$ cat src/rtl/bfm_pkg.sv
// Shared defaults and the pipeline stage record for the scoreboard adder model.
package bfm_pkg;

  localparam int DEF_WIDTH   = 8;
  localparam int DEF_LATENCY = 1;
  localparam int DEF_CNT_W   = 32;

  typedef struct packed {
    logic                 valid;
    logic                 carry;
    logic [DEF_WIDTH-1:0] sum;
  } pipe_stage_t;

endpackage

$ cat src/rtl/bfm_pipe_reg.sv
// One synchronous-reset pipeline stage; the record type is a parameter so the
// top can pass a stage record sized to its own WIDTH.
module bfm_pipe_reg
  import bfm_pkg::*;
#(
  parameter type T = pipe_stage_t
) (
  input  logic clk_i,
  input  logic reset_i,
  input  T     d,
  output T     q
);

  always_ff @(posedge clk_i) begin
    if (!reset_i) q <= '0;
    else          q <= d;
  end

endmodule

$ cat src/rtl/bfm_unit.sv
// Registered two-operand adder with configurable latency, carry and valid
// flags, and a running count of sums produced since reset.
module bfm_unit
  import bfm_pkg::*;
#(
  parameter int WIDTH   = DEF_WIDTH,
  parameter int LATENCY = DEF_LATENCY,
  parameter int CNT_W   = DEF_CNT_W
) (
  input  logic             clk_i,
  input  logic             reset_i,
  input  logic [WIDTH-1:0] A_s,
  input  logic [WIDTH-1:0] B_s,
  output logic [WIDTH-1:0] res_o,
  output logic             carry_o,
  output logic             valid_o,
  output logic [CNT_W-1:0] count_o
);

  typedef struct packed {
    logic             valid;
    logic             carry;
    logic [WIDTH-1:0] sum;
  } stage_t;

  if (LATENCY < 1 || LATENCY > 4) begin : g_bad_latency
    $error("bfm_unit: LATENCY must be in the range 1..4");
  end

  logic [WIDTH:0]   full_sum;
  stage_t           first;
  stage_t           stage_d [LATENCY];
  stage_t           stage_q [LATENCY];
  logic [CNT_W-1:0] count;

  always_comb begin
    full_sum    = {1'b0, A_s} + {1'b0, B_s};
    first.valid = 1'b1;
    first.carry = full_sum[WIDTH];
    first.sum   = full_sum[WIDTH-1:0];
  end

  for (genvar i = 0; i < LATENCY; i++) begin : g_stage
    if (i == 0) begin : g_head
      assign stage_d[i] = first;
    end else begin : g_tail
      assign stage_d[i] = stage_q[i-1];
    end

    bfm_pipe_reg #(.T(stage_t)) u_reg (
      .clk_i   (clk_i),
      .reset_i (reset_i),
      .d       (stage_d[i]),
      .q       (stage_q[i])
    );
  end

  // Counting on the valid entering the last stage keeps count_o in step with valid_o.
  always_ff @(posedge clk_i) begin
    if (!reset_i)                      count <= '0;
    else if (stage_d[LATENCY-1].valid) count <= count + CNT_W'(1);
  end

  assign res_o   = stage_q[LATENCY-1].sum;
  assign carry_o = stage_q[LATENCY-1].carry;
  assign valid_o = stage_q[LATENCY-1].valid;
  assign count_o = count;

endmodule

$ cat config.mk
export PLATFORM = sky130hd
export DESIGN_NAME = bfm_unit
export DESIGN_NICKNAME = d
export VERILOG_FILES = /design/src/rtl/bfm_pkg.sv /design/src/rtl/bfm_pipe_reg.sv /design/src/rtl/bfm_unit.sv
export SDC_FILE = /design/constraint.sdc
export NUM_CORES = 1
export LEC_CHECK = 0
export CAP_MARGIN = 5
export CORE_AREA = 4 4 80 64
export DETAILED_ROUTE_END_ITERATION = 16
export DIE_AREA = 0 0 84 68
export GPL_TIMING_DRIVEN = 0
export PLACE_DENSITY = 0.94
export SYNTH_ARGS = -nofsm -noshare
export SYNTH_HDL_FRONTEND = slang
export SYNTH_SLANG_ARGS = --single-unit
export TNS_END_PERCENT = 50
$ cat constraint.sdc
create_clock -name clk_i -period 6.14 [get_ports clk_i]
set_clock_uncertainty 0.2 [all_clocks]
set_input_delay 1.228 -clock clk_i [delete_from_list [all_inputs] [get_ports clk_i]]
set_output_delay 1.228 -clock clk_i [all_outputs]
set_load 0.1 [all_outputs]
==> impl_metrics.yaml <==
synthesis:
  synth_cell_type_count: 47
  yosysTopAreaCell: "dfxtp_1"
  netlist_area_sq_um: 2140
  syn_area_per_cell_sq_um: 9.11
  async_reset_ff_share_pct: 0
  syn_nets: 263
  synth_top_area_share_pct: 39.3
  ys_ff_latch: 42
  synth_common_cells: "dfxtp_1 (42), nand2_1 (23), nor2_1 (17)"
  syn_inst: 235
  ys_top_cells_by_area: "dfxtp_1 (39%), ha_1 (5.3%), mux2i_1 (4.2%), nand2_1 (4.0%), nand2b_1 (3.5%)"
  synth-edff-count: 0
  yosysSeqAreaShare_pct: 39.3
  ys.flop_type: "dfxtp_1"
  yosysMostFrequentCell: "dfxtp_1"
  yosysWarnings: 0
clock_tree:
  cts.path.max_buffers: 2
  postCtsSetupBuffers: 0
  cts_root_buffer: "clkbuf_8"
  cts_repair_resize_count: 0
  clk_latency_ns: 0.31
  cts_hold_buf: 0
  cts_buffers: 5
  cts.sink_count: 42
  h-tree-depth: 2
  clk_pin_slew_ns: 0.07
  cts_tree: "built"
sta:
  fmax_mhz: 293
  setup_viol_count_final: 0
  worstMarginPinSlew_ns: 1.01
  rsz0062_at_grt: "false"
  fin_crit_ns: 3.42
  timing.slew.headroom_pct: 32.5
  fin_crit_sh_pct: 55.6
  drv_slew: 0
  tns_ns: 0
  whs_ns: 0.272
  final_hold_viol_count: 0
critical_path:
  cp.depth: 1
  crit_chain: "clkdlybuf4s50_1"
  crit_path_start_kind: "flop"
  criticalPathCategory: "reg -> out"
  ff2ff_path_depth: 5
  cp.arrival_ns: 1.99
  required_ns: 4.71
  crit_buf_inv: 1
  max_stage_delay_ns: 1.20
  end_kind: "primary output"
  cpMaxStageDelayCell: "clkdlybuf4s50_1"
  crit_family: "buffers and inverters"
  crit_fanout: 7
detailed_routing:
  drt_first_pass_iters: 5
  remaining_drc_errors: 0
  totalWireLength_um: 5290
  avgRoutedWirePerCell_um: 14.7
  vias: 2010
  first_iter_violations: 157
  vias_per_cell: 5.60
  postRouteAntennaNets: 0
floorplanning:
  fp-row-count: 21
  initial_utilization_pct: 49.7
  die_w_um: 84
  ios: 60
  dieArea_sq_um: 5710
  die_y_um: 68
  core_sq_um: 4310
finish:
  layout-drive-gt1-share_pct: 6.95
  final_core_util_pct: 67.2
  areaGrowthSynthToFinish_pct: 35.2
  diodes: 0
  fin_nets: 329
  multi_input_area_sq_um: 1210
  seq_area_sq_um: 841
  fill_cells: 360
power:
  combinationalPowerShare_pct: 21.9
  p_leak_nw: 1.05
  powerDensity_nw_per_um2: 210
  p_int_uw: 413
  swShare_pct: 31.9
  p_clk_share_pct: 31.0
  peakVddDrop_v: 0.000131
  sequentialPowerShare_pct: 47.1
  p_sw_uw: 194
global_route:
  grt_first_pass_wirelength_um: 8790
  grt_max_degree: 13
  grt_use_met3_pct: 5.54
  antenna_found_initial: 0
  grt.total_usage_pct: 19.3
  grtUsageMet2_pct: 34.1
  grt_pass1_vias: 1911
  grt_overflow_total: 0
  use_met1_pct: 22.4
  busiest_layer: "met2"
placement:
  gp_congestion: 0.865
  dp_hpwl_um: 3950
  portBuffers: 59
status:
  status: "completed"
worst_hold_path:
  holdPathStages: 2
  hold_path.class: "reg -> reg"
flow_run:
  max_cap_violations: 0
==> per-stage QoR <==
stage                     power [mW]  cells  setup slack (ns)  cell area (sq um)
final                          0.607    359              2.72               2890
after global routing           0.627    359              2.68               2890
after CTS                      0.608    359              2.73               2890
after detailed placement       0.424    351              2.64               2800
after global placement         0.422    351              2.69               2800
after floorplan                0.386    235              3.21               2140
==> area by class of cell <==
cell class | instances | share of cell area, %
multi-input combinational | 179 | 41.8
sequential | 42 | 29.1
timing repair buffer | 59 | 20.4
clock buffer | 7 | 2.98
buffer | 10 | 2.59
tap | 57 | 2.46
inverter | 4 | 0.519
clock inverter | 1 | 0.173
==> routing by layer <==
layer  up-vias  share of wire [%]
met1       932                 43
met4         0                1.1
li1        996                  -
met5         -                  0
met2        75                 48
met3         7                7.7
==> worst min-delay path, delay by kind of cell (launching register included) <==
| kind | cells | cell delay (ns) |
|---|---|---|
| multiplexers | 1 | 0.05 |
| flip-flops | 1 | 0.32 |
| AND/OR/NAND/NOR | 1 | 0.05 |
==> sequential cells by signal (all words and copies together), names as in the netlist <==
register / cells
count_o: 32
g_stage.u_reg.q: 10
==> power by group through the flow <==
stage	registers [mW]	logic, mW	clock network, mW
global placement	0.292	0.130	0
floorplan	0.352	0.0340	0
CTS	0.286	0.132	0.190
detailed placement	0.292	0.132	0
global route	0.287	0.140	0.200
finish	0.286	0.133	0.188
==> placed cells by master (no fill, tap or decap), types with 3 or more instances in the layout <==
master	n
clkdlybuf4s50_1	59
mux2i_1	9
nand4_1	7
clkbuf_8	7
dfxtp_1	42
a21oi_1	10
a21o_1	3
nand2_1	23
o21ai_0	7
inv_1	3
and2_1	3
nand2b_1	12
nor2_1	17
xnor2_1	5
nand3_1	12
a211oi_1	4
buf_6	3
and4_1	6
nor4_1	7
clkbuf_1	4
o31ai_1	5
ha_1	9
or4_1	5
xor2_1	7
or3_1	3
==> worst paths after layout <==
path	slack (ns)	start	to
worst max-delay path	2.72	count_o[2]$_SDFF_PN0_	count_o[2]
worst min register to register	0.27	count_o[31]$_SDFF_PN0_	count_o[31]$_SDFF_PN0_
worst min-delay path	0.27	count_o[31]$_SDFF_PN0_	count_o[31]$_SDFF_PN0_
worst max register to register	3.80	count_o[0]$_SDFF_PN0_	count_o[24]$_SDFF_PN0_
==> kinds of logic (layout without fill, tap and decap cells) <==
group	Yosys count	after routing	share of synthesized area, %
XOR/XNOR	12	12	4.91
AO/OA/AOI/OAI	40	40	12.5
multiplexers	9	9	4.21
adder cells (fa/ha/maj)	10	10	6.20
AND/OR/NAND/NOR	108	108	28.7
buffers and inverters	14	81	4.21
flip-flops	42	42	39.3
No activity file was read; power rests on OpenSTA's default activity.
